==> src/rtl/pc_unit_if.sv <==
// pc_unit_if: fetch/decode-side signal bundle of the program-counter unit
interface pc_unit_if;
    logic        imem_ready;
    logic [31:0] instr;
    logic [31:0] rs_data;
    logic        alu_zero;
    logic        Branch;
    logic [1:0]  Jump;
    logic        Exception;
    logic        irq_in;
    logic [31:0] pc;
    logic [31:0] pc_plus4;
    logic [5:0]  opCode;
    logic [5:0]  funct;
    logic        pc31;
    logic        irq;
    logic        irq_ack;
    logic        cause;
    logic        commit;

    modport master (
        output imem_ready, instr, rs_data, alu_zero, Branch, Jump, Exception, irq_in,
        input  pc, pc_plus4, opCode, funct, pc31, irq, irq_ack, cause, commit
    );

    modport slave (
        input  imem_ready, instr, rs_data, alu_zero, Branch, Jump, Exception, irq_in,
        output pc, pc_plus4, opCode, funct, pc31, irq, irq_ack, cause, commit
    );
endinterface

==> src/rtl/pc_unit.sv <==
// pc_unit: program counter, next-PC selection, interrupt sync/latch and fetch stall
module pc_unit #(
    parameter logic [31:0] RESET_PC = 32'h0000_0000,
    parameter logic [31:0] IRQ_VEC  = 32'h8000_0080,
    parameter logic [31:0] EXC_VEC  = 32'h8000_0000
) (
    input logic     clk,
    input logic     reset,
    pc_unit_if.slave bus
);
    logic [31:0] pc_q, pc_d, pc_plus4, j_tgt, br_tgt;
    logic        s1_q, s2_q, s3_q;
    logic        pend_q, pend_d;
    logic        cause_q, cause_d;
    logic        take, br_taken;

    assign pc_plus4 = pc_q + 32'd4;
    assign j_tgt    = {pc_plus4[31:28], bus.instr[25:0], 2'b00};
    assign br_tgt   = pc_plus4 + {{14{bus.instr[15]}}, bus.instr[15:0], 2'b00};
    assign br_taken = bus.instr[26] ? ~bus.alu_zero : bus.alu_zero;
    // Interrupts are masked in kernel space (pc[31]) and during stalls
    assign take     = bus.imem_ready & pend_q & ~pc_q[31] & ~reset;

    // Next-PC priority: interrupt, exception, jr, j/jal, taken branch, sequential
    always_comb begin
        pc_d    = pc_q;
        cause_d = cause_q;
        if (bus.imem_ready) begin
            pc_d    = take                 ? IRQ_VEC :
                      bus.Exception        ? EXC_VEC :
                      bus.Jump == 2'b11    ? bus.rs_data :
                      bus.Jump == 2'b10    ? j_tgt :
                      (bus.Jump == 2'b01 && bus.Branch && br_taken) ? br_tgt : pc_plus4;
            cause_d = take ? 1'b1 : bus.Exception ? 1'b0 : cause_q;
        end
        pend_d = (s2_q & ~s3_q) | (pend_q & ~take);
    end

    // Architectural state, interrupt synchronizer and edge-detect flop
    always_ff @(posedge clk) begin
        if (reset) begin
            pc_q    <= RESET_PC;
            s1_q    <= 1'b0;
            s2_q    <= 1'b0;
            s3_q    <= 1'b0;
            pend_q  <= 1'b0;
            cause_q <= 1'b0;
        end else begin
            pc_q    <= pc_d;
            s1_q    <= bus.irq_in;
            s2_q    <= s1_q;
            s3_q    <= s2_q;
            pend_q  <= pend_d;
            cause_q <= cause_d;
        end
    end

    assign bus.pc       = pc_q;
    assign bus.pc_plus4 = pc_plus4;
    assign bus.opCode   = bus.instr[31:26];
    assign bus.funct    = bus.instr[5:0];
    assign bus.pc31     = pc_q[31];
    assign bus.irq      = pend_q;
    assign bus.irq_ack  = take;
    assign bus.cause    = cause_q;
    assign bus.commit   = bus.imem_ready & ~reset;
endmodule

==> src/flat_wrapper.sv <==
// flat-port wrapper written by rule: the top's interface ports become plain ports
module pc_unit_flat 
#(
    parameter logic [31:0] RESET_PC = 32'h0000_0000,
    parameter logic [31:0] IRQ_VEC  = 32'h8000_0080,
    parameter logic [31:0] EXC_VEC  = 32'h8000_0000
)
  (clk, reset, bus_imem_ready, bus_instr, bus_rs_data, bus_alu_zero, bus_Branch, bus_Jump, bus_Exception, bus_irq_in, bus_pc, bus_pc_plus4, bus_opCode, bus_funct, bus_pc31, bus_irq, bus_irq_ack, bus_cause, bus_commit);
  pc_unit_if bus_i ();
  input logic clk;
  input logic reset;
  input wire logic [$bits(bus_i.imem_ready)-1:0] bus_imem_ready;
  input wire logic [$bits(bus_i.instr)-1:0] bus_instr;
  input wire logic [$bits(bus_i.rs_data)-1:0] bus_rs_data;
  input wire logic [$bits(bus_i.alu_zero)-1:0] bus_alu_zero;
  input wire logic [$bits(bus_i.Branch)-1:0] bus_Branch;
  input wire logic [$bits(bus_i.Jump)-1:0] bus_Jump;
  input wire logic [$bits(bus_i.Exception)-1:0] bus_Exception;
  input wire logic [$bits(bus_i.irq_in)-1:0] bus_irq_in;
  output wire logic [$bits(bus_i.pc)-1:0] bus_pc;
  output wire logic [$bits(bus_i.pc_plus4)-1:0] bus_pc_plus4;
  output wire logic [$bits(bus_i.opCode)-1:0] bus_opCode;
  output wire logic [$bits(bus_i.funct)-1:0] bus_funct;
  output wire logic [$bits(bus_i.pc31)-1:0] bus_pc31;
  output wire logic [$bits(bus_i.irq)-1:0] bus_irq;
  output wire logic [$bits(bus_i.irq_ack)-1:0] bus_irq_ack;
  output wire logic [$bits(bus_i.cause)-1:0] bus_cause;
  output wire logic [$bits(bus_i.commit)-1:0] bus_commit;
  assign bus_i.imem_ready = bus_imem_ready;
  assign bus_i.instr = bus_instr;
  assign bus_i.rs_data = bus_rs_data;
  assign bus_i.alu_zero = bus_alu_zero;
  assign bus_i.Branch = bus_Branch;
  assign bus_i.Jump = bus_Jump;
  assign bus_i.Exception = bus_Exception;
  assign bus_i.irq_in = bus_irq_in;
  assign bus_pc = bus_i.pc;
  assign bus_pc_plus4 = bus_i.pc_plus4;
  assign bus_opCode = bus_i.opCode;
  assign bus_funct = bus_i.funct;
  assign bus_pc31 = bus_i.pc31;
  assign bus_irq = bus_i.irq;
  assign bus_irq_ack = bus_i.irq_ack;
  assign bus_cause = bus_i.cause;
  assign bus_commit = bus_i.commit;
  pc_unit #(.RESET_PC(RESET_PC), .IRQ_VEC(IRQ_VEC), .EXC_VEC(EXC_VEC)) u_core (.clk(clk), .reset(reset), .bus(bus_i));
endmodule
==> config.mk <==
export PLATFORM = sky130hd
export DESIGN_NAME = pc_unit_flat
export DESIGN_NICKNAME = d
export VERILOG_FILES = /design/src/rtl/pc_unit_if.sv /design/src/rtl/pc_unit.sv /design/src/flat_wrapper.sv
export SDC_FILE = /design/constraint.sdc
export NUM_CORES = 1
export LEC_CHECK = 0
export ABC_AREA = 1
export CORE_AREA = 5 5 122 124
export DETAILED_ROUTE_END_ITERATION = 12
export DIE_AREA = 0 0 127 129
export PLACE_DENSITY_LB_ADDON = 0.2
export SKIP_LAST_GASP = 1
export SYNTH_ARGS = -nofsm -noshare
export SYNTH_HDL_FRONTEND = slang
export SYNTH_SLANG_ARGS = --single-unit
==> constraint.sdc <==
create_clock -name clk -period 2.55 [get_ports clk]
set_input_delay 0.3825 -clock clk [delete_from_list [all_inputs] [get_ports clk]]
set_output_delay 0.3825 -clock clk [all_outputs]
set_load 0.1 [all_outputs]
-- Word-level counts from Yosys, hierarchy flattened
Index checks and enable logic that the tools add are counted.
- $add $sub $neg: 2
- eq/ne operators: 3
- muxes and demuxes: 8
- bitwise gates (word level): 12
- reductions and logical operators: 4
- operator list (operator ; number):
    $mux W32 ; 5
    $add A32 B3 Y32 const B ; 1
    $add A32 B32 Y32 ; 1
    $and A1 B1 Y1 ; 6
    $not A1 Y1 ; 5
    $eq A2 B2 Y1 const B ; 2
    $mux W1 ; 3
    $eq A2 B1 Y1 const B ; 1
    $logic_and A1 B1 Y1 ; 2
    $reduce_and A2 Y1 ; 1
    $reduce_bool A2 Y1 ; 1
    $or A1 B1 Y1 ; 1
- flip-flop bits (word level): 37
- bits of input ports: 73
- logic and storage cells: 35

-- Depth between registers and ports, before layout
Gate-level depths: netlist of run 1.
- depth after elaboration: 8
- gate-level depth with buffers: 23
- depth with buffers taken out: 23

-- Worst setup path before layout of run 1
OpenSTA, ideal clock, no wires.
- path type: register to register
- start point: register u_core.pc_q[2], in the netlist u_core.bus.pc[2]
- end point: register u_core.pc_q[23], in the netlist u_core.bus.pc[23]
- library setup time: 116 ps
- data arrival time: 5142 ps
- data required time: 2434 ps
- setup slack: -2708 ps
- cell stages (with the launch flop): 20
- path buffers: 0
- cells stage by stage: dfxtp_1 -> inv_2 -> nor2_8 -> nand2_2 -> nor2_1 -> xor2_1 -> ha_1 -> nand2_1 -> inv_1 -> nand2_1 -> inv_1 -> a21oi_1 -> nand2_1 -> nand2_1 -> nand2_1 -> or2_2 -> nand3_1 -> nand2_1 -> nand2_1 -> nand2_1
- cells in the longest elaborated chain, start to end: 7
- RTL lines (element ; RTL line ; RTL):
    from (decl) ; pc_unit.sv:11 ; logic [31:0] pc_q, pc_d, pc_plus4, j_tgt, br_tgt;
    from (signal assigned) ; pc_unit.sv:49 ; pc_q <= pc_d;
    $add A32 B3 Y32 ; pc_unit.sv:17 ; assign pc_plus4 = pc_q + 32'd4;
    named net bus_pc_plus4[2] ; flat_wrapper.sv:21 ; output wire logic [$bits(bus_i.pc_plus4)-1:0] bus_pc_plus4;
    $add A32 B32 Y32 ; pc_unit.sv:19 ; assign br_tgt = pc_plus4 + {{14{bus.instr[15]}}, bus.instr[15:0], 2'b00};
    $mux W32 ; pc_unit.sv:33 ; (bus.Jump == 2'b01 && bus.Branch && br_taken) ? br_tgt : pc_plus4;
    $mux W32 ; pc_unit.sv:32 ; bus.Jump == 2'b10 ? j_tgt :
    $mux W32 ; pc_unit.sv:31 ; bus.Jump == 2'b11 ? bus.rs_data :
    $mux W32 ; pc_unit.sv:30 ; bus.Exception ? EXC_VEC :
    $mux W32 ; pc_unit.sv:29 ; pc_d = take ? IRQ_VEC :
The timed path passes the listed nets, and every way through them passes these cells.
A chain may end at the register's enable or synchronous reset.

-- Final worst setup path of run 1
- start point: register u_core.pc_q[5], in the netlist u_core.bus.pc[5]
- end point: register u_core.pc_q[28], in the netlist u_core.bus.pc[28]
- cells in the longest elaborated chain, start to end: 7
- RTL lines (element ; RTL line):
    $add A32 B3 Y32 * ; pc_unit.sv:17
    $add A32 B32 Y32 ; pc_unit.sv:19
    $mux W32 ; pc_unit.sv:33
    $mux W32 * ; pc_unit.sv:32
    $mux W32 * ; pc_unit.sv:31
    $mux W32 * ; pc_unit.sv:30
    $mux W32 * ; pc_unit.sv:29
Mark *: on every way between the ends. The rest lies on a longest branch, timed or not.

==> impl_metrics.yaml, run 1 <==
outcome:
  status: "finished, violations left"
  violations: "setup timing"
final_layout:
  syn2layout_area_growth_pct: 94.5
  post-route-util: 0.757
  fin_cells: 1495
  layout_commonest_cell: "buf_4"
  design_area_sq_mm: 0.0103
  final_cell_mix: "buf_4 (272), nand2_1 (260), inv_1 (106), nor2_1 (83), clkdlybuf4s50_1 (67)"
  drive_above_1_share: 0.455
  nets: 1424
  fillCellCount: 1042
  antenna_cells: 0
  seqCellArea_sq_um: 827
  multi_input_area_sq_mm: 0.00507
min_path:
  hold_end: "u_core.s2_q"
  hp-class: "reg -> reg"
  worstHoldStart: "u_core.s1_q"
  whs_path_depth: 2
route:
  first_pass_iters: 5
  drt_wl_total_mm: 25.5
  drtAntennaViolNets: 0
  drc: 0
  vias: 7798
  via_per_inst: 5.22
  drt_iter0_markers: 671
  routedWlPerCell_um: 17.0
timing:
  drv_slew: 0
  fin_ws_ns: -0.432
  rsz0062_at_grt: "yes"
  fin_crit_sh: 1.17
  slew_headroom: 0.761
  finalSetupTns_ns: -7.82
  worst_slew_pin_slew_ns: 0.359
  finalHoldViolations: 0
  finalSetupViolations: 26
  finClkSkew_ns: 0.00662
  fmax_mhz: 335
  fin_crit_ns: 2.98
setup_path:
  endpoint_kind: "flip-flop"
  crit_top_cell: "nand2_1"
  worstPathArrival_ns: 3.16
  r2r-start: "u_core.bus.pc[5]"
  critical-path-max-stage-delay_ns: 0.37
  worstPathMaxFanout: 4
  r2r_cells: 22
  crit_chain: "nand2_4 > buf_4 > nor3_4 > inv_2 > nor2_2 > xor2_1 > buf_4 > inv_2 > ha_4 > buf_4 > nand2_4 > nor2_4 > nand2_2 > nand2_2 > a21oi_2 > nand2_1 > nand2_1 > nand3_2 > nand2_2 > nand2_1 > nand2_1 > nand2_1"
  rr_endpoint: "u_core.bus.pc[28]"
  worstPathRequired_ns: 2.73
  cpMaxStageDelayCell: "dfxtp_4"
  start_kind: "flip-flop"
  reg2reg_slack_ns: -0.43
  worstSetupPathType: "reg -> reg"
floorplan:
  die_w_um: 127
  rows: 43
  coreArea_sq_mm: 0.0137
  die_h_um: 129
  start_util: 0.389
  die_area_sq_mm: 0.0164
  pin_count: 154
clock_tree:
  cts-root-buf: "clkbuf_16"
  cts.clk_slew.worst_paths_ns: 0.06
  cts_num_sinks: 37
  clk_latency_ns: 0.29
  cts_tree: "built"
  numCtsBuffers: 5
  clockBufferDepth: 2
  h-tree-depth: 2
yosys:
  synth_top_flop_cell: "dfxtp_1"
  syn_nets: 1071
  ys_ff_latch: 37
  synth-edff-count: 0
  yosysUniqueCellTypes: 46
  seq_area_frac_synth: 0.139
  async_reset_ff_frac: 0
  synthCells: 961
  avgSynthCellArea_sq_um: 5.53
  yosysWarnings: 0
  syn-cell-area_sq_mm: 0.00532
power:
  p_leak_nw: 4.99
  p_sw_mw: 1.38
  internal_power_mw: 1.82
  power-per-cell-area_mw_per_mm2: 309
  seqPwrFrac: 0.197
  combPwrFrac: 0.555
  total_power_mw: 3.20
  ir_worst_vdd_v: 0.000409
  p_clk_frac: 0.247
  p_sw_frac: 0.432
placement:
  post_dp_cell_area_sq_mm: 0.00920
  port_buffers: 143
  gp_congestion: 0.959
  dpl.cell_count: 1453
  hpwl_mm: 19.8
global_routing:
  grt_usage: 0.296
  grt_pass1_wl_mm: 38.5
  grt_max_degree: 35
  grt_overflow: 0
  antenna_found_initial: 0
  grt_pass1_vias: 7516
flow_run:
  cap_violations: 0
==> synth_stat cells (all sizes together), types with 2 or more instances <==
library cell    n  share of area
nor3           18          0.023
xor2           21          0.035
mux2i           2         0.0038
a22o            2         0.0033
dfxtp          37           0.14
ha             36          0.085
nand4          12          0.014
inv           137          0.097
and2            4         0.0052
nor2          125          0.098
o22ai          18          0.021
nand2         329           0.24
o21ai          48          0.045
or2             7         0.0082
clkbuf          6         0.0042
o21bai         10          0.014
xnor2           5         0.0082
a21oi          42          0.040
nand3b          5         0.0071
nand3          59          0.056
buf            27          0.036
nor3b           3         0.0061
==> metal layers <==
metal / track usage / wire length [um] / vias up
li1: - / - / 3746
met1: 0.385 / 10400 / 3625
met2: 0.521 / 12300 / 371
met3: 0.0378 / 2100 / 56
met4: 0.0732 / 735 / 0
met5: 0 / 0 / -
==> power groups by stage <==
| stage | Combinational (mW) | Clock (mW) | Sequential (mW) |
|---|---|---|---|
| after floorplan | 0.795 | 0 | 0.824 |
| after global placement | 1.57 | 0 | 0.639 |
| after detailed placement | 1.58 | 0 | 0.641 |
| after CTS | 1.70 | 0.790 | 0.628 |
| after global routing | 1.87 | 0.813 | 0.634 |
| final | 1.78 | 0.792 | 0.632 |
==> critical path: cells and delay by family, from the launching register on <==
kind / cells / cell delay [ns]
buffers and inverters: 5 / 0.58
DFF: 1 / 0.37
xor gates and xnor gates: 1 / 0.20
AOI/OAI and AO/OA: 1 / 0.15
and+or+nand+nor: 14 / 1.30
adders and majority gates: 1 / 0.25
==> worst max-delay path by stage <==
stage / start / cells past startpoint / slack (ns) / to
6_report: u_core.bus.pc[5] / 22 / -0.43 / u_core.bus.pc[28]
5_1_grt: u_core.bus.pc[5] / 20 / -0.58 / u_core.bus.pc[27]
4_1_cts: u_core.bus.pc[3] / 20 / -0.31 / u_core.bus.pc[27]
3_5_place_dp: u_core.bus.pc[2] / 20 / -0.45 / u_core.bus.pc[27]
3_3_place_gp: u_core.bus.pc[2] / 20 / -0.39 / u_core.bus.pc[27]
2_1_floorplan: u_core.bus.pc[2] / 20 / -0.91 / u_core.bus.pc[30]
==> registers in the layout (all words and copies together) (netlist names) <==
register / flops
u_core.bus.pc: 32
u_core.bus.cause: 1
u_core.bus.irq: 1
u_core.s1_q: 1
u_core.s2_q: 1
u_core.s3_q: 1
==> final cells by class <==
type,count,share of cell area
well taps,180,0.0218
inverters,137,0.0547
multi-input cells,753,0.490
clock buffers,6,0.0145
clock inverters,2,0.00339
repair buffers,380,0.336
flip-flops and latches,37,0.0799
==> stage by stage <==
step	worst slack (ns)	hold slack, ns
floorplan	-0.913	0.388
global placement	-0.390	0.391
detailed placement	-0.451	0.405
CTS	-0.310	0.415
global route	-0.582	0.420
finish	-0.432	0.410
==> repair_timing <==
action / CTS / global route
gates resized for setup: 117 / 64
cloned: 0 / 0
buffers inserted: 21 / 13
setup endpoints to repair: 25 / 31
pin swaps: 34 / 43
hold buffers: 0 / 0
==> cells by family (layout without fill, tap and decap cells) <==
logic type | count (synthesis) | count (layout) | synth area share
flip-flops | 37 | 37 | 0.139
AND/OR/NAND/NOR | 562 | 562 | 0.455
adder cells (fa/ha/maj) | 37 | 37 | 0.0884
XOR/XNOR | 26 | 26 | 0.0428
multiplexers | 2 | 2 | 0.00376
buffers and inverters | 171 | 525 | 0.138
AO/OA/AOI/OAI | 126 | 126 | 0.133
(Power assumes the default switching activity.)
==> run 2: changes to the inputs <==
--- a/config.mk
+++ b/config.mk
@@ -6,9 +6,11 @@
 export NUM_CORES = 1
 export LEC_CHECK = 0
 export ABC_AREA = 1
-export CORE_AREA = 5 5 122 124
+export ABC_CLOCK_PERIOD_IN_PS = 2550
+export CAP_MARGIN = 20
+export CORE_AREA = 5 5 130 132
 export DETAILED_ROUTE_END_ITERATION = 12
-export DIE_AREA = 0 0 127 129
+export DIE_AREA = 0 0 135 137
 export PLACE_DENSITY_LB_ADDON = 0.2
 export SKIP_LAST_GASP = 1
 export SYNTH_ARGS = -nofsm -noshare
==> impl_metrics.yaml, run 2 (same netlist as run 1, synthesis figures left out) <==
floorplan:
  die_h_um: 137
  die_area_sq_mm: 0.0185
  coreArea_sq_mm: 0.0156
  start_util: 0.341
  die_w_um: 135
  rows: 46
  pin_count: 154
final_layout:
  syn2layout_area_growth_pct: 98.0
  seqCellArea_sq_um: 827
  drive_above_1_share: 0.468
  antenna_cells: 0
  nets: 1410
  fillCellCount: 1282
  multi_input_area_sq_mm: 0.00525
  design_area_sq_mm: 0.0105
  largest_reg_flops: 32
  post-route-util: 0.675
  layout_commonest_cell: "buf_4"
  final_cell_mix: "buf_4 (252), nand2_1 (247), inv_1 (104), nor2_1 (81), clkdlybuf4s50_1 (67)"
outcome:
  status: "finished, violations left"
  violations: "setup timing"
timing:
  fmax_mhz: 340
  fin_crit_sh: 1.15
  fin_ws_ns: -0.390
  finalSetupViolations: 26
  rsz0062_at_grt: "yes"
  drv_slew: 0
  slew_headroom: 0.736
  worst_slew_pin_slew_ns: 0.395
  finClkSkew_ns: 0.00399
  fin_hold_ws_ns: 0.407
  fin_crit_ns: 2.94
  finalHoldViolations: 0
power:
  p_leak_nw: 5.09
  power-per-cell-area_mw_per_mm2: 310
  ir_worst_vdd_v: 0.000320
min_path:
  hp-class: "reg -> reg"
clock_tree:
  cts-root-buf: "clkbuf_16"
  clockBufferDepth: 2
  cts_num_sinks: 37
  clk_latency_ns: 0.29
  cts.clk_slew.worst_paths_ns: 0.06
  numCtsBuffers: 5
  cts_tree: "built"
  h-tree-depth: 2
global_routing:
  antenna_found_initial: 0
  grtUsageMet2: 0.455
  busiest_layer: "met2"
  use_met3: 0.0375
  grt_overflow: 0
  grt_usage: 0.263
  grt_pass1_wl_mm: 38.1
  grt_pass1_vias: 7375
  use_met1: 0.346
  grt_max_degree: 35
setup_path:
  worstSetupPathType: "reg -> reg"
  endpoint_kind: "flip-flop"
  critical-path-max-stage-delay_ns: 0.38
  cpMaxStageDelayCell: "dfxtp_4"
  worstPathMaxFanout: 4
  crit_chain: "ha_4 > nand2_4 > nor3_4 > buf_6 > nand2_4 > nor2_4 > nand2_2 > nand2_4 > clkinvlp_4 > ha_4 > a21oi_4 > buf_4 > o21bai_4 > nand2_1 > nand2_2 > a21oi_2 > nand3_1 > nand3_2 > nand2_1 > nand2_1 > nand2_1"
  start_kind: "flip-flop"
  worstPathArrival_ns: 3.12
  worstPathRequired_ns: 2.73
  reg2reg_slack_ns: -0.39
  crit_top_cell: "nand2_1"
route:
  drtAntennaViolNets: 0
  routedWlPerCell_um: 16.7
  vias: 7553
  via_per_inst: 4.98
  first_pass_iters: 5
  drc: 0
  drt_wl_total_mm: 25.3
  drt_iter0_markers: 477
placement:
  place_ws_ns: -0.519
  gp_congestion: 0.995
  hpwl_mm: 19.9
  port_buffers: 143
  post_dp_cell_area_sq_mm: 0.00924
flow_run:
  cap_violations: 0
==> run 2: cell types whose count changed in the layout (fill, tap and decap cells not counted), sizes merged <==
cell / previous run / this run
buf: 313 / 299
bufinv: 1 / 2
clkbuf: 6 / 5
clkinvlp: 9 / 10
inv: 128 / 127
==> run 2: repair_timing <==
item / 4_1_cts / 5_1_grt
pin swaps: 53 / 87
setup endpoints to repair: 25 / 32
endpoints found under the hold margin: 0 / 0
cloned: 0 / 0
hold buffers: 0 / 0
resized for setup: 130 / 104
setup buffers: 17 / 14
==> run 2: layout make-up <==
type                    count  area share
inverters                 137      0.0550
well taps                 216      0.0257
clock inverters             3     0.00618
clock buffers               5      0.0119
flip-flops and latches     37      0.0785
repair buffers            366       0.324
multi-input cells         753       0.498
==> run 2: power breakdown <==
part           total [mW]  leakage (nW)  internal [mW]  switching (mW)
combinational        1.82          4.67          0.715            1.10
sequential          0.626         0.321          0.596          0.0307
clock               0.824        0.0938          0.559           0.265
total                3.27          5.09           1.87            1.40
==> run 2: worst max-delay path, delay by kind of cell, from the launching register on <==
family,cells,cell delay (ns)
buffers and inverters,3,0.43
adder cells (fa/ha/maj),2,0.44
flip-flops,1,0.38
AO/OA/AOI/OAI,3,0.43
AND/OR/NAND/NOR,13,1.15
==> run 2: worst paths after layout <==
kind / startpoint / end / cells past startpoint
setup / recovery: u_core.bus.pc[3] / u_core.bus.pc[29] / 21
setup reg to reg: u_core.bus.pc[3] / u_core.bus.pc[29] / 21
hold reg to reg: u_core.s1_q / u_core.s2_q / 2
hold / removal: u_core.s1_q / u_core.s2_q / 2
==> run 2: metal layers <==
layer,part of all wire,routed length (um)
met5,0,0
met3,0.070,1760
met4,0.025,627
met2,0.48,12100
met1,0.43,10800
==> run 2: through the flow <==
stage               TNS (ns)  instances  power [mW]
floorplan             -19.23        961        1.62
global placement       -7.97       1483        2.22
detailed placement     -8.43       1483        2.22
CTS                    -5.51       1508        3.16
global route          -11.59       1517        3.39
finish                 -6.90       1517        3.27
==> run 3: changes to the inputs <==
--- a/config.mk
+++ b/config.mk
@@ -7,10 +7,10 @@
 export LEC_CHECK = 0
 export ABC_AREA = 1
 export ABC_CLOCK_PERIOD_IN_PS = 2550
-export CAP_MARGIN = 20
-export CORE_AREA = 5 5 130 132
+export CAP_MARGIN = 0
+export CORE_AREA = 5 5 115 117
 export DETAILED_ROUTE_END_ITERATION = 12
-export DIE_AREA = 0 0 135 137
+export DIE_AREA = 0 0 120 122
 export PLACE_DENSITY_LB_ADDON = 0.2
 export SKIP_LAST_GASP = 1
 export SYNTH_ARGS = -nofsm -noshare
==> impl_metrics.yaml, run 3 (same netlist as run 1, synthesis figures left out) <==
setup_path:
  r2r-start: "u_core.bus.pc[3]"
  reg2reg_slack_ns: -0.46
  worstSetupPathType: "reg -> reg"
  worstPathArrival_ns: 3.23
  r2r_cells: 19
  endpoint_kind: "flip-flop"
  start_kind: "flip-flop"
  rr_endpoint: "u_core.bus.pc[22]"
  worstPathMaxFanout: 4
  worstPathRequired_ns: 2.77
placement:
  gp_congestion: 0.974
  dpl.cell_count: 1408
  port_buffers: 143
  hpwl_mm: 19.8
  place_ws_ns: -0.561
  post_dp_cell_area_sq_mm: 0.00906
final_layout:
  largest_reg_flops: 32
  antenna_cells: 0
  syn2layout_area_growth_pct: 100
  final_cell_mix: "buf_4 (252), nand2_1 (230), inv_1 (97), nor2_1 (84), nand2_2 (73)"
  design_area_sq_mm: 0.0107
  drive_above_1_share: 0.495
  post-route-util: 0.869
  seqCellArea_sq_um: 827
  multi_input_area_sq_mm: 0.00538
  fillCellCount: 633
  layout_commonest_cell: "buf_4"
  fin_cells: 1464
  nets: 1423
clock_tree:
  cts-root-buf: "clkbuf_16"
  cts_num_sinks: 37
  ctsHoldBuffers: 0
  numCtsBuffers: 5
  clockBufferDepth: 2
  cts.clk_slew.worst_paths_ns: 0.06
  cts_tree: "built"
  h-tree-depth: 2
  clk_latency_ns: 0.28
floorplan:
  rows: 41
  die_w_um: 120
  pin_count: 154
  die_h_um: 122
  coreArea_sq_mm: 0.0123
  start_util: 0.434
  die_area_sq_mm: 0.0146
outcome:
  status: "finished, violations left"
  violations: "setup timing"
global_routing:
  antenna_found_initial: 0
  grt_max_degree: 24
  grt_overflow: 0
  grt_usage: 0.342
  grt_pass1_vias: 7806
  grt_pass1_wl_mm: 39.5
min_path:
  whs_path_depth: 2
  hp-class: "reg -> reg"
  hold_end: "u_core.s2_q"
  worstHoldStart: "u_core.s1_q"
timing:
  finalSetupViolations: 25
  finalSetupTns_ns: -8.41
  finalHoldViolations: 0
  fin_crit_sh: 1.18
  fin_ws_ns: -0.463
  worst_slew_pin_slew_ns: 0.546
  fmax_mhz: 332
  slew_headroom: 0.636
  fin_crit_ns: 3.01
  finClkSkew_ns: 0.00448
  drv_slew: 0
  fin_hold_ws_ns: 0.417
  rsz0062_at_grt: "yes"
route:
  drt_iter0_markers: 788
  drc: 0
  drt_wl_total_mm: 27.4
  via_per_inst: 5.52
  first_pass_iters: 7
  drtAntennaViolNets: 0
  routedWlPerCell_um: 18.7
  vias: 8081
power:
  total_power_mw: 3.15
  power-per-cell-area_mw_per_mm2: 295
  ir_worst_vdd_v: 0.000336
  p_leak_nw: 5.12
flow_run:
  cap_violations: 0
## run 3: cell count changes in the layout (fill, tap and decap cells not counted), sizes merged
| cell | delta |
|---|---|
| clkbuf | +1 |
| bufinv | -2 |
| clkinvlp | -1 |
| clkinv | +1 |
| buf | +13 |
| inv | +1 |
## run 3: layout make-up
type,instances,share of cell area
Sequential cell,37,0.0776
Tap cell,150,0.0176
Clock buffer,6,0.0121
Multi-Input combinational cell,753,0.505
Clock inverter,2,0.000940
Timing Repair Buffer,379,0.334
Inverter,137,0.0533
## run 3: worst max-delay path by stage
stage                       from                 to  slack [ns]  cells past startpoint
2_1_floorplan   u_core.bus.pc[2]  u_core.bus.pc[30]       -0.91                     20
3_3_place_gp   u_core.bus.pc[11]  u_core.bus.pc[23]       -0.52                     20
3_5_place_dp   u_core.bus.pc[11]  u_core.bus.pc[23]       -0.56                     20
4_1_cts         u_core.bus.pc[2]  u_core.bus.pc[23]       -0.34                     22
5_1_grt         u_core.bus.pc[8]  u_core.bus.pc[28]       -0.61                     18
6_report        u_core.bus.pc[3]  u_core.bus.pc[22]       -0.46                     19
## run 3: where the power goes
group          internal (mW)  switching [mW]
Clock                  0.360           0.254
Sequential             0.596          0.0314
Combinational          0.752            1.15
Total                   1.71            1.44
## run 3: worst max-delay path: stages, from the launching register on
cell        delay (ns)
dfxtp_4           0.38
nand2_4           0.08
buf_6             0.12
buf_6             0.10
nor3_4            0.22
xor2_2            0.29
clkinvlp_4        0.25
ha_4              0.31
nand2_2           0.06
nand2_2           0.06
o21bai_4          0.18
a21oi_2           0.13
nand2_2           0.14
nand2_2           0.14
nand2_1           0.08
nand2_1           0.09
nand3_2           0.11
nand2_2           0.10
nand2_2           0.05
nand2_2           0.05
## run 3: what timing repair did
item	in CTS	in global routing
buffers inserted	35	20
endpoints found under the setup margin	25	31
pin swaps	77	95
gates resized for setup	153	129
## run 3: per-layer routing
layer / track usage / part of all wire / up-vias
li1: - / - / 3729
met1: 0.415 / 0.38 / 3726
met2: 0.589 / 0.48 / 488
met3: 0.0761 / 0.093 / 138
met4: 0.135 / 0.051 / 0
met5: 0 / 0 / -
